==> src/rtl/h_secded_pkg.sv <==
// Shared definitions for the Hamming(21,16) SECDED scrubber slice.
// Codeword layout (22 bits):
//   bit 0              overall parity over bits 21:1
//   bits 1,2,4,8,16    Hamming parity bits
//   bits 3,5-7,9-15,17-21  data bits 0..15, in ascending order
package h_secded_pkg;

  localparam int unsigned CW_W   = 22;
  localparam int unsigned DATA_W = 16;

  localparam logic [4:0] PAR_POS [5] = '{5'd1, 5'd2, 5'd4, 5'd8, 5'd16};

  localparam logic [4:0] DATA_POS [16] = '{
    5'd3,  5'd5,  5'd6,  5'd7,  5'd9,  5'd10, 5'd11, 5'd12,
    5'd13, 5'd14, 5'd15, 5'd17, 5'd18, 5'd19, 5'd20, 5'd21
  };

  typedef enum logic [2:0] {
    ST_IDLE    = 3'd0,
    ST_RD_REQ  = 3'd1,
    ST_RD_WAIT = 3'd2,
    ST_CHECK   = 3'd3,
    ST_WR_REQ  = 3'd4,
    ST_NEXT    = 3'd5,
    ST_DONE    = 3'd6
  } scrub_state_t;

  // Saturating 16-bit increment for the error counters.
  function automatic logic [15:0] sat_inc(input logic [15:0] v);
    return (v == 16'hFFFF) ? v : v + 16'd1;
  endfunction

endpackage

==> src/rtl/h_decoder_21_16.sv <==
// Hamming(21,16) SECDED decoder.
// Ports:
//   i_Code   : 22-bit codeword
//   o_Data   : 16-bit data, corrected when a single-bit error is present
//   o_ErrorC : single-bit (correctable) error detected
//   o_ErrorD : double / uncorrectable error detected
module h_decoder_21_16
  import h_secded_pkg::*;
(
  input  logic [CW_W-1:0]   i_Code,
  output logic [DATA_W-1:0] o_Data,
  output logic              o_ErrorC,
  output logic              o_ErrorD
);

  logic [4:0]      w_Syn;
  logic            w_Par;
  logic [CW_W-1:0] w_Fix;

  // Syndrome is the XOR of the positions of all set bits in 21:1.
  always_comb begin
    w_Syn = '0;
    for (int unsigned i = 1; i < CW_W; i++) begin
      if (i_Code[i[4:0]]) w_Syn = w_Syn ^ i[4:0];
    end
  end

  assign w_Par = ^i_Code;

  // Odd overall parity means an odd number of flips; treat it as a single
  // error only when the syndrome points inside the codeword.
  assign o_ErrorC = w_Par && (w_Syn <= 5'd21);
  assign o_ErrorD = (!w_Par && (w_Syn != '0)) || (w_Par && (w_Syn > 5'd21));

  always_comb begin
    w_Fix = i_Code;
    if (o_ErrorC) w_Fix[w_Syn] = ~i_Code[w_Syn];
  end

  always_comb begin
    o_Data = '0;
    for (int unsigned k = 0; k < DATA_W; k++) begin
      o_Data[k[3:0]] = w_Fix[DATA_POS[k[3:0]]];
    end
  end

endmodule

==> src/rtl/h_encoder_21_16.sv <==
// Hamming(21,16) SECDED encoder, same bit layout as h_decoder_21_16.
// Ports:
//   i_Data : 16-bit data
//   o_Code : 22-bit codeword, overall parity in bit 0 covering bits 21:1
module h_encoder_21_16
  import h_secded_pkg::*;
(
  input  logic [DATA_W-1:0] i_Data,
  output logic [CW_W-1:0]   o_Code
);

  logic [CW_W-1:0] w_Cw;
  logic            w_Bit;

  always_comb begin
    w_Cw  = '0;
    w_Bit = 1'b0;
    for (int unsigned k = 0; k < DATA_W; k++) begin
      w_Cw[DATA_POS[k[3:0]]] = i_Data[k[3:0]];
    end
    // Each parity bit covers the other positions sharing its index bit;
    // those are all data positions, which are already placed.
    for (int unsigned j = 0; j < 5; j++) begin
      w_Bit = 1'b0;
      for (int unsigned i = 1; i < CW_W; i++) begin
        if (((i[4:0] & PAR_POS[j[2:0]]) != '0) && (i[4:0] != PAR_POS[j[2:0]]))
          w_Bit = w_Bit ^ w_Cw[i[4:0]];
      end
      w_Cw[PAR_POS[j[2:0]]] = w_Bit;
    end
    w_Cw[0] = ^w_Cw[CW_W-1:1];
  end

  assign o_Code = w_Cw;

endmodule

==> src/rtl/h_scrub_ctrl_21_16.sv <==
// Background scrubber for Hamming(21,16) SECDED codeword RAM.
// Walks addresses 0..DEPTH-1, corrects single-bit errors by write-back of a
// re-encoded word, and logs uncorrectable errors.
// Ports:
//   i_Clk, i_Rst_n      : clock, async active-low reset
//   i_Start, i_Abort    : start pulse (IDLE only), terminate pass
//   o_MemReq, i_MemGnt  : RAM request / grant handshake
//   o_MemWe, o_MemAddr, o_MemWData, i_MemRData : RAM access (rdata 1 cycle after grant)
//   o_Busy, o_Done      : non-IDLE indicator, end-of-pass pulse
//   o_CorrCnt, o_DetCnt : saturating corrected / uncorrectable counts
//   o_DetValid, o_FirstDetAddr : first uncorrectable error log for the pass
module h_scrub_ctrl_21_16
  import h_secded_pkg::*;
#(
  parameter int unsigned ADDR_W = 8,
  parameter int unsigned DEPTH  = 256
) (
  input  logic              i_Clk,
  input  logic              i_Rst_n,
  input  logic              i_Start,
  input  logic              i_Abort,
  output logic              o_MemReq,
  input  logic              i_MemGnt,
  output logic              o_MemWe,
  output logic [ADDR_W-1:0] o_MemAddr,
  output logic [CW_W-1:0]   o_MemWData,
  input  logic [CW_W-1:0]   i_MemRData,
  output logic              o_Busy,
  output logic              o_Done,
  output logic [15:0]       o_CorrCnt,
  output logic [15:0]       o_DetCnt,
  output logic              o_DetValid,
  output logic [ADDR_W-1:0] o_FirstDetAddr
);

  localparam logic [ADDR_W-1:0] LAST_ADDR = ADDR_W'(DEPTH - 1);

  scrub_state_t        r_State;
  logic [ADDR_W-1:0]   r_Addr;
  logic [CW_W-1:0]     r_Code;
  logic [DATA_W-1:0]   r_Data;
  logic [15:0]         r_CorrCnt;
  logic [15:0]         r_DetCnt;
  logic                r_DetValid;
  logic [ADDR_W-1:0]   r_FirstDetAddr;

  logic [DATA_W-1:0]   w_DecData;
  logic                w_ErrC;
  logic                w_ErrD;
  logic [CW_W-1:0]     w_EncCode;

  h_decoder_21_16 u_dec (
    .i_Code   (r_Code),
    .o_Data   (w_DecData),
    .o_ErrorC (w_ErrC),
    .o_ErrorD (w_ErrD)
  );

  h_encoder_21_16 u_enc (
    .i_Data (r_Data),
    .o_Code (w_EncCode)
  );

  always_ff @(posedge i_Clk or negedge i_Rst_n) begin
    if (!i_Rst_n) begin
      r_State        <= ST_IDLE;
      r_Addr         <= '0;
      r_Code         <= '0;
      r_Data         <= '0;
      r_CorrCnt      <= '0;
      r_DetCnt       <= '0;
      r_DetValid     <= 1'b0;
      r_FirstDetAddr <= '0;
    end else if ((r_State != ST_IDLE) && i_Abort) begin
      // A grant coinciding with abort has already transferred on the bus;
      // the FSM simply stops here with counters and logs untouched.
      r_State <= ST_IDLE;
    end else begin
      unique case (r_State)
        ST_IDLE: begin
          if (i_Start) begin
            r_CorrCnt      <= '0;
            r_DetCnt       <= '0;
            r_DetValid     <= 1'b0;
            r_FirstDetAddr <= '0;
            r_Addr         <= '0;
            r_State        <= ST_RD_REQ;
          end
        end
        ST_RD_REQ: begin
          if (i_MemGnt) r_State <= ST_RD_WAIT;
        end
        ST_RD_WAIT: begin
          r_Code  <= i_MemRData;
          r_State <= ST_CHECK;
        end
        ST_CHECK: begin
          if (w_ErrC) begin
            r_CorrCnt <= sat_inc(r_CorrCnt);
            r_Data    <= w_DecData;
            r_State   <= ST_WR_REQ;
          end else if (w_ErrD) begin
            r_DetCnt <= sat_inc(r_DetCnt);
            if (!r_DetValid) begin
              r_DetValid     <= 1'b1;
              r_FirstDetAddr <= r_Addr;
            end
            r_State <= ST_NEXT;
          end else begin
            r_State <= ST_NEXT;
          end
        end
        ST_WR_REQ: begin
          if (i_MemGnt) r_State <= ST_NEXT;
        end
        ST_NEXT: begin
          if (r_Addr == LAST_ADDR) begin
            r_State <= ST_DONE;
          end else begin
            r_Addr  <= r_Addr + 1'b1;
            r_State <= ST_RD_REQ;
          end
        end
        ST_DONE: begin
          r_State <= ST_IDLE;
        end
        default: begin
          r_State <= ST_IDLE;
        end
      endcase
    end
  end

  assign o_MemReq       = (r_State == ST_RD_REQ) || (r_State == ST_WR_REQ);
  assign o_MemWe        = (r_State == ST_WR_REQ);
  assign o_MemAddr      = r_Addr;
  assign o_MemWData     = w_EncCode;
  assign o_Busy         = (r_State != ST_IDLE);
  assign o_Done         = (r_State == ST_DONE);
  assign o_CorrCnt      = r_CorrCnt;
  assign o_DetCnt       = r_DetCnt;
  assign o_DetValid     = r_DetValid;
  assign o_FirstDetAddr = r_FirstDetAddr;

endmodule

==> config.mk <==
export PLATFORM = sky130hd
export DESIGN_NAME = h_scrub_ctrl_21_16
export DESIGN_NICKNAME = d
export VERILOG_FILES = /design/src/rtl/h_secded_pkg.sv /design/src/rtl/h_decoder_21_16.sv /design/src/rtl/h_encoder_21_16.sv /design/src/rtl/h_scrub_ctrl_21_16.sv
export SDC_FILE = /design/constraint.sdc
export NUM_CORES = 1
export LEC_CHECK = 0
export ABC_AREA = 1
export BUFFER_PORTS_ARGS = -buffer_cell sky130_fd_sc_hd__buf_2
export CAP_MARGIN = 20
export CORE_MARGIN = 1
export CORE_UTILIZATION = 57
export DETAILED_ROUTE_END_ITERATION = 16
export PLACE_DENSITY = 0.81
export SLEW_MARGIN = 20
export SYNTH_ARGS = -nofsm -noshare
export SYNTH_HDL_FRONTEND = slang
export SYNTH_SLANG_ARGS = --single-unit
==> constraint.sdc <==
create_clock -name i_Clk -period 3.15 [get_ports i_Clk]
set_input_delay 0.315 -clock i_Clk [delete_from_list [all_inputs] [get_ports i_Clk]]
set_output_delay 0.315 -clock i_Clk [all_outputs]
set_load 0.005 [all_outputs]
==> run summary, run 1 <==
status: finished, final reports clean
Yosys Warn Count: 0
Clock Skews: 16.6 ps
CP Class: reg -> reg
Critical Path Start Type: register
Die Ht: 103 um
CTS Buffer Depth: 2
first-pass GRT wire length: 23.1 mm
WL final: 14.1 mm
main flop type after synthesis: dfrtp_1
Die ar.: 10600 um^2
RSZ-0062 raised after global routing: false
CORE AREA: 9820 um^2
max-slew violations: 0
post_cts resized: 0
num rows: 36
cell count after synthesis: 783
worst rel slew slack: 0.373
Net Count, Synth: 813
DR iter-0 viols: 352
Slew @ Worst Pin: 940 ps
maxcap violations: 0
crit path time final: 2840 ps
DRC viols: 0
GPL Wtd Cong: 0.944
DP Cell Count: 1008
crit path max fanout: 15
Worst setup EP type: register
Final Cycle Share: 0.901
post-synth top area share: 0.387
Ant. Diodes: 0
CTS tree: built
DR pass1 iterations: 5
Finished Core Util: 0.685
non-filler cells, final: 1024
top post-synthesis cells by area: dfrtp_1 39%, nand2_1 13%, xor2_1 6.2%
Num CTS Buffers: 9
global route overflow: 0
FF-to-FF setup slack: 310 ps
layout cells sized above 1: 0.202
# setup viols final: 0
required time worst endpoint: 3410 ps
DR WL/cell: 13.7 um
synthesized cell area: 5820 um^2
Worst-Skew Late Latency: 370 ps
EDFF count, synth: 0
Min-Delay Path Class: in -> async
Reg area: 2250 um^2
input/output buffers: 101
post-synth cell types: 37
Fin Setup TNS: 0 ps
number of global-route vias before repair: 5000
Fmax: 0.352 GHz
root buffer cell: clkbuf_8
post-synth top area cell: dfrtp_1
area of the multi-input gates: 3180 um^2
vias post-DR: 5511
initial antenna violation count: 0
effective utilization at floorplan: 0.593
CTS Hold Bufs: 0
vias per cell: 5.38
Hold Vio Cnt, Final: 0
H-tree level count: 3
Setup Buffers After CTS: 0
Mapped Avg Cell Area: 7.44 um^2
Boundary Pins: 102
die width: 103 um
clk sinks: 90
sequential fraction of the synthesis area: 0.387
CTS clk-pin slew, worst paths: 90 ps
FFs w/ async S/R, synth: 1.00
Final #Nets: 916
largest net degree at the start of global routing: 74
Total GRT Usage: 0.280
WP data arrival: 3100 ps
Area Overhead vs Synth: 15.4%
Final ANT Viol Nets: 0
Seq cells post-synth: 90
Layout fillers: 834
DP HPWL: 10.8 mm
## metrics by stage
| stage | hold slack, ps | worst slack, ps | area (um^2) |
|---|---|---|---|
| 2_1_floorplan | 19.4 | 838 | 5820 |
| 3_3_place_gp | 464 | 415 | 6490 |
| 3_5_place_dp | 472 | 313 | 6490 |
| 4_1_cts | 120 | 295 | 6720 |
| 5_1_grt | 169 | 39.9 | 6720 |
| 6_report | 78.1 | 313 | 6720 |
## worst max-delay path, cell delays in order (launching register included)
cell	delay, ps
dfrtp_1	410
inv_1	150
nand2_1	90
nand2_1	120
nand2_1	80
a21o_1	190
nand2_1	60
nand2_1	40
nand2_1	300
inv_1	210
nand2_1	110
nand2_1	50
nand2_1	80
nand3_1	90
nand2_1	410
nand3_1	150
nand3_1	120
nand2_1	50
## cells in the mapped netlist (all sizes together), types with 2 or more instances
library cell,instances
nor2,82
nand2,206
inv,75
clkbuf,9
o21ai,56
dfrtp,90
xnor2,34
buf,12
nor3b,4
ha,3
mux2,3
nor4,5
a21oi,37
nand4,8
nand3,73
or2,9
nand3b,6
nor3,21
a31oi,2
xor2,43
## area by class of cell
type / count / share of cell area
Multi-Input combinational cell: 597 / 0.473
Clock buffer: 10 / 0.0205
Inverter: 75 / 0.0419
Timing Repair Buffer: 113 / 0.0908
Clock inverter: 6 / 0.0143
Sequential cell: 90 / 0.335
Tap cell: 133 / 0.0248
## cells by family (layout without fill, tap and decap cells)
kind of cell / count (synthesis) / count (layout) / synth area share
adder cells (fa/ha/maj): 3 / 3 / 0.00645
AO/OA/AOI/OAI: 99 / 99 / 0.101
XOR/XNOR: 77 / 77 / 0.121
buffers and inverters: 96 / 204 / 0.0692
flip-flops: 90 / 90 / 0.387
AND/OR/NAND/NOR: 415 / 415 / 0.310
multiplexers: 3 / 3 / 0.00580
## layout by cell type, fill, tap and decap left out, drive strengths merged, types with 2 or more instances in the layout
cell type,count
nand3,73
nor3,21
or2,9
nor3b,4
nand4,8
xor2,43
dfrtp,90
nand2,206
ha,3
bufinv,2
nand3b,6
nor2,82
xnor2,34
buf,113
clkbuf,10
mux2,3
inv,77
o21ai,56
nor4,5
a21oi,37
a31oi,2
## registers in the layout, summed over array words and instances, names as in the netlist
signal	flops
r_Code	22
o_CorrCnt	16
o_DetCnt	16
r_Data	16
o_FirstDetAddr	8
o_MemAddr	8
r_State	3
o_DetValid	1
## routing by layer
| metal | global-route usage | share of wire | up-vias |
|---|---|---|---|
| met5 | 0 | 0 | - |
| met4 | 0.0867 | 0.012 | 0 |
| met3 | 0.0468 | 0.051 | 20 |
| met2 | 0.461 | 0.48 | 164 |
| met1 | 0.379 | 0.46 | 2591 |
| li1 | - | - | 2736 |
## worst paths after layout
kind | start | endpoint | cells after the start
setup / recovery | r_Code[11] | r_Data[13] | 17
hold / removal | i_Rst_n | r_Data[11] | 1
setup reg to reg | r_Code[11] | r_Data[13] | 17
hold reg to reg | o_FirstDetAddr[4] | o_FirstDetAddr[4] | 2
max in group asynchronous | i_Rst_n | r_Code[5] | 2
min in group i_Clk | i_MemRData[12] | r_Code[12] | 2
Power of run 1 is not shown: default switching activity piles up to over one toggle a cycle in this logic, so the estimate is an artifact.
==> run 2: changes to the inputs <==
--- a/config.mk
+++ b/config.mk
@@ -5,7 +5,6 @@
 export SDC_FILE = /design/constraint.sdc
 export NUM_CORES = 1
 export LEC_CHECK = 0
-export ABC_AREA = 1
 export BUFFER_PORTS_ARGS = -buffer_cell sky130_fd_sc_hd__buf_2
 export CAP_MARGIN = 20
 export CORE_MARGIN = 1
@@ -15,4 +14,5 @@
 export SLEW_MARGIN = 20
 export SYNTH_ARGS = -nofsm -noshare
 export SYNTH_HDL_FRONTEND = slang
+export SYNTH_HIERARCHICAL = 1
 export SYNTH_SLANG_ARGS = --single-unit
==> run 2 against run 1 <==
- the flow now finishes with violations (negative setup slack)
- clock skew fell by 7.3 ps
- synthesized cell count fell by 24%
- hold slack improved by 93 ps
- area after synthesis rose by 2.3%
- non-clock buffer count rose by 56
- highest routed layer unchanged
- via count fell by 5.1%
- register-to-register slack got worse by 450 ps
==> run summary, run 2 <==
required time worst endpoint: 3410 ps (about the same)
max reg flops: 22 (unchanged)
CP Class: reg -> reg
Final #Nets: 766 (-16%)
clk sinks: 90 (unchanged)
synthesized cell area: 5960 um^2 (+2.3%)
vias post-DR: 5232 (-5.1%)
CTS clk-pin slew, worst paths: 90 ps (about the same)
Net Count, Synth: 623 (-23%)
DR iter-0 viols: 329 (-6.5%)
worst rel slew slack: 0.305 (-0.0686)
Worst setup EP type: register
Worst-Skew Late Latency: 370 ps (about the same)
first-pass GRT wire length: 26.4 mm (+14%)
WP data arrival: 3550 ps (+450 ps)
DR pass1 iterations: 5 (unchanged)
CTS Buffer Depth: 2 (unchanged)
FF-to-FF Start: r_Code[11]
Min-Delay Path Class: in -> reg
Yosys Warn Count: 6 (+6)
Mapped Avg Cell Area: 10.0 um^2 (+35%)
initial antenna violation count: 0 (unchanged)
global route overflow: 0 (unchanged)
Largest Register: r_Code
Ant. Diodes: 0 (unchanged)
Die ar.: 10900 um^2 (+2.3%)
layout cells sized above 1: 0.414 (+0.212)
Total GRT Usage: 0.308 (+0.0287)
Slew @ Worst Pin: 1030 ps (+93.4 ps)
Final Cycle Share: 1.04 (+0.144)
Worst Setup EP: r_Data[5]
WL final: 16.6 mm (+18%)
largest net degree at the start of global routing: 48 (-35%)
Final ANT Viol Nets: 0 (unchanged)
Area Overhead vs Synth: 26.0%
Fin Setup TNS: -1130 ps (-1130 ps)
failing checks: negative setup slack
CORE AREA: 9950 um^2 (+1.4%)
H-tree level count: 3 (unchanged)
Num CTS Buffers: 9 (unchanged)
Die Ht: 104 um (+1.1%)
most common cell after layout, fill and taps aside: buf_2
# setup viols final: 10 (+10)
Fmax: 0.304 GHz (-14%)
Clock Skews: 9.25 ps (-7.34 ps)
effective utilization at floorplan: 0.599 (+0.00552)
reg2reg path depth: 11 (-6)
worst setup margin: -140 ps (-453 ps)
FF-to-FF End: r_Data[5]
commonest cells in the netlist: 90 x dfrtp_1, 55 x nand2_1, 52 x mux2_2, 45 x xnor2_1, 44 x nor2_1
die width: 104 um (+1.1%)
DR WL/cell: 19.0 um (+38%)
input/output buffers: 101 (unchanged)
status: complete, but fails checks
max-slew violations: 0 (unchanged)
vias per cell: 5.99 (+11%)
number of global-route vias before repair: 5064 (+1.3%)
maxcap violations: 0 (unchanged)
num rows: 36 (unchanged)
Boundary Pins: 102 (unchanged)
crit path time final: 3290 ps (+453 ps)
Hold Vio Cnt, Final: 0 (unchanged)
most frequent cells in the layout: 100 x buf_2, 86 x dfrtp_1, 60 x buf_4
post-synth top area share: 0.378 (-0.00877)
top post-synthesis cells by area: dfrtp_1 38%, mux2_2 9.8%, xnor2_1 6.6%
cell count after synthesis: 593 (-24%)
root buffer cell: clkbuf_8
Critical Path Start Type: register
FFs w/ async S/R, synth: 1.00 (unchanged)
crit path max fanout: 7 (-8)
EDFF count, synth: 0 (unchanged)
GPL Wtd Cong: 0.971 (+2.8%)
post-synth top area cell: dfrtp_1
Worst Setup SP: r_Code[11]
post-synth cell types: 72 (+95%)
DRC viols: 0 (unchanged)
CTS tree: built
count leader, synth: dfrtp_1
FF-to-FF setup slack: -140 ps (-450 ps)
Seq cells post-synth: 90 (unchanged)
RSZ-0062 raised after global routing: true
sequential fraction of the synthesis area: 0.378 (-0.00877)
DP HPWL: 11.4 mm (+5.6%)
Hold Path Stages: 2
main flop type after synthesis: dfrtp_1
run 2: cell types whose count changed after synthesis, sizes merged, moves of 17 or more:
cell,change
nand2,-151
inv,-65
mux2,+50
nand3,-45
nor2,-38
xor2,-26
a21oi,-20
o21ai,-19
xnor2,+17
run 2: worst min-delay path by stage:
| stage | slack (ps) | startpoint | end |
|---|---|---|---|
| floorplan | 20 | i_Rst_n | o_CorrCnt[0] |
| CTS | 150 | i_MemRData[8] | r_Code[8] |
| detailed placement | 360 | i_Rst_n | r_Code[18] |
| global placement | 350 | i_Rst_n | r_Code[18] |
| finish | 170 | i_MemRData[13] | r_Code[13] |
| global route | 160 | i_MemRData[8] | r_Code[8] |
run 2: cell type report:
| class | count | area, um^2 |
|---|---|---|
| multi-input cells | 456 | 3750 |
| fillers | 680 | 2450 |
| flip-flops and latches | 90 | 2260 |
| repair buffers | 169 | 1060 |
| clock buffers | 13 | 169 |
| well taps | 133 | 166 |
| clock inverters | 3 | 68.8 |
| inverters | 10 | 37.5 |
run 2: repair_timing:
item                       CTS  global route
resized for setup           16            61
hold buffers                 1             0
setup endpoints to repair   22            53
hold endpoints to repair    43             0
pin swaps                    7            20
gates cloned                 1             0
buffers inserted             5            14
run 2: layer usage:
| layer | wire [um] | GRT usage | vias up |
|---|---|---|---|
| met5 | 0 | 0 | - |
| met4 | 590 | 0.160 | 0 |
| met3 | 906 | 0.0307 | 46 |
| met2 | 8370 | 0.524 | 233 |
| met1 | 6720 | 0.391 | 2556 |
| li1 | - | - | 2397 |
run 2: kinds of logic after synthesis:
group           Yosys count  share of synthesized area
buf+inv                  48                     0.0453
compound gates          105                      0.114
mux                      66                      0.123
flops                    90                      0.378
xor+xnor                 79                      0.164
fa+ha+maj                 4                    0.00798
simple gates            201                      0.168
run 2: worst max-delay path, cell delays in order (launching register included):
cell and delay, ps:
dfrtp_2 490, xor2_4 230, xnor3_2 520, buf_6 160
xnor2_4 160, buf_6 160, mux2i_1 100, mux2i_1 260
o21ai_2 120, a311o_1 410, mux2_2 300, mux2_2 260
run 2: through the flow:
step / area [um^2] / hold slack, ps / setup slack, ps / util / instances
2_1_floorplan: 5970 / 19.4 / 24.0 / - / 593
3_3_place_gp: 6790 / 354 / -7.13 / 0.682 / 837
3_5_place_dp: 6790 / 363 / -59.3 / 0.682 / 837
4_1_cts: 7160 / 154 / -43.2 / 0.719 / 860
5_1_grt: 7510 / 159 / -278 / 0.754 / 874
6_report: 7510 / 171 / -140 / 0.754 / 874
Power of run 2 is left out for the same reason.
==> run 3: changes to the inputs <==
--- a/config.mk
+++ b/config.mk
@@ -7,10 +7,12 @@
 export LEC_CHECK = 0
 export BUFFER_PORTS_ARGS = -buffer_cell sky130_fd_sc_hd__buf_2
 export CAP_MARGIN = 20
+export CELL_PAD_IN_SITES_DETAIL_PLACEMENT = 1
+export CELL_PAD_IN_SITES_GLOBAL_PLACEMENT = 1
 export CORE_MARGIN = 1
-export CORE_UTILIZATION = 57
+export CORE_UTILIZATION = 44
 export DETAILED_ROUTE_END_ITERATION = 16
-export PLACE_DENSITY = 0.81
+export PLACE_DENSITY_LB_ADDON = 0.1
 export SLEW_MARGIN = 20
 export SYNTH_ARGS = -nofsm -noshare
 export SYNTH_HDL_FRONTEND = slang
==> run 3 against run 2 <==
- the flow still finishes with violations (negative setup slack)
- global-route usage is 5.0 points lower
- routed wire length is 18% higher
- final area is 6.0% higher
- worst setup slack better by 110 ps
- hold slack worse by 120 ps
- critical path depth stayed put
- fmax is 3.6% higher
- sequential share of layout area is 1.7 points lower
- register-to-register slack better by 110 ps
- count of clock-buffer cells in the layout stayed put
==> run summary, run 3 (synthesized netlist as in run 2, its figures left out) <==
status: complete, but fails checks
failing checks: negative setup slack
Slew @ Worst Pin: 956 ps (-77.5 ps)
crit path time final: 3180 ps (-114 ps)
Num CTS Buffers: 9 (unchanged)
DR iter-0 viols: 335 (+1.8%)
# setup viols final: 5 (-5)
Die ar.: 14000 um^2 (+29%)
most frequent cells in the layout: 100 x buf_2, 87 x dfrtp_1, 77 x buf_4
FF-to-FF Start: r_Code[15]
Ant. Diodes: 0 (unchanged)
area of the multi-input gates: 3860 um^2 (+3.1%)
Boundary Pins: 102 (unchanged)
input/output buffers: 101 (unchanged)
CP Class: reg -> reg
CTS tree: built
CORE AREA: 13200 um^2 (+33%)
DR pass1 iterations: 5 (unchanged)
DP HPWL: 12.8 mm (+13%)
Die Ht: 118 um (+14%)
Area Overhead vs Synth: 33.6%
Min-Delay Path Class: in -> async
crit path max fanout: 6 (-1)
WP data arrival: 3410 ps (-140 ps)
initial antenna violation count: 0 (unchanged)
Worst setup EP type: register
vias per cell: 5.68 (-5.1%)
global route overflow: 0 (unchanged)
Fin Setup TNS: -68.0 ps (+1060 ps)
Final Cycle Share: 1.01 (-0.0362)
vias post-DR: 5350 (+2.3%)
DR WL/cell: 20.8 um (+9.6%)
critical-path cell list: buf_6, xnor2_2, xnor3_4, buf_4, xnor2_2, maj3_1, a21oi_1, o311a_1, a31oi_1, a21oi_1, mux2_2
max reg flops: 22 (unchanged)
WL final: 19.6 mm (+18%)
slowest CP cell: xnor3_4
maxcap violations: 0 (unchanged)
layout cells sized above 1: 0.439 (+0.0243)
Final ANT Viol Nets: 0 (unchanged)
Total GRT Usage: 0.259 (-0.0497)
FF-to-FF setup slack: -30 ps (+110 ps)
Worst path max stage delay: 590 ps (+70 ps)
Fmax: 0.315 GHz (+3.6%)
Largest Register: r_Code
GPL Wtd Cong: 0.946 (-2.6%)
Crit path max-delay family: XOR/XNOR gates
most common cell after layout, fill and taps aside: buf_2
worst rel slew slack: 0.357 (+0.0522)
first-pass GRT wire length: 28.6 mm (+8.4%)
CTS Buffer Depth: 2 (unchanged)
Hold Vio Cnt, Final: 0 (unchanged)
num rows: 42 (+17%)
Layout fillers: 1484 (+120%)
largest net degree at the start of global routing: 60 (+25%)
Worst-Skew Late Latency: 350 ps (-20 ps)
hold_ws: 47.7 ps (-123 ps)
root buffer cell: clkbuf_16
DP Cell Count: 897 (+7.2%)
required time worst endpoint: 3380 ps (-30 ps)
CTS clk-pin slew, worst paths: 70 ps (-20 ps)
FF-to-FF End: r_Data[15]
Clock Skews: 10.2 ps (+0.960 ps)
buffer and inverter count on the worst path: 2 (unchanged)
die width: 118 um (+14%)
non-filler cells, final: 942 (+7.8%)
reg2reg path depth: 11 (unchanged)
Final #Nets: 792 (+3.4%)
Critical Path Start Type: register
DRC viols: 0 (unchanged)
worst setup margin: -26.0 ps (+114 ps)
max-slew violations: 0 (unchanged)
RSZ-0062 raised after global routing: true
Reg area: 2260 um^2 (about the same)
H-tree level count: 3 (unchanged)
number of global-route vias before repair: 5508 (+8.8%)
effective utilization at floorplan: 0.450 (-0.149)
clk sinks: 90 (unchanged)
CTS Hold Bufs: 0 (-1)
==> run 3: cell count changes in the layout (fill, tap and decap cells not counted), moves of 4 or more <==
cell       before  now
xnor2_1        38   32
o21ai_2         7    3
buf_6           6   16
buf_4          60   77
clkbuf_16       0    9
clkbuf_8       12    3
==> run 3: how the worst max path moves through the flow <==
stage,start,to,slack (ps),cells past startpoint
after floorplan,r_Code[21],o_CorrCnt[9],20,13
after global placement,r_Code[7],r_Data[0],10,11
after detailed placement,r_Code[11],o_DetCnt[15],-110,9
after CTS,r_Code[11],o_CorrCnt[7],2,12
after global routing,r_Code[15],o_CorrCnt[7],-130,14
final,r_Code[15],r_Data[15],-30,11
==> run 3: per-layer routing <==
layer	up-vias	global-route usage	part of all wire
li1	2452	-	-
met1	2706	0.317	0.41
met2	146	0.459	0.52
met3	46	0.0319	0.038
met4	0	0.108	0.034
met5	-	0	0
==> run 3: cell type report <==
type                            instances  area share
Multi-Input combinational cell        457       0.485
Clock inverter                          2     0.00440
Inverter                               10     0.00472
Tap cell                              176      0.0277
Timing Repair Buffer                  194       0.161
Sequential cell                        90       0.283
Clock buffer                           13      0.0340
==> run 3: per-stage QoR <==
| stage | util | setup slack [ps] | instance area, um^2 |
|---|---|---|---|
| after floorplan | - | 24.0 | 5970 |
| after global placement | 0.526 | 11.9 | 6970 |
| after detailed placement | 0.526 | -106 | 6970 |
| after CTS | 0.557 | 1.58 | 7370 |
| after global routing | 0.601 | -130 | 7960 |
| final | 0.601 | -26.0 | 7960 |
==> run 3: repair_timing <==
| item | 4_1_cts | 5_1_grt |
|---|---|---|
| gates resized for setup | 11 | 84 |
| setup buffers | 4 | 24 |
| endpoints found under the hold margin | 0 | 0 |
| cloned | 0 | 3 |
| endpoints found under the setup margin | 37 | 54 |
| pin swaps | 6 | 25 |
Power of run 3 is left out for the same reason.
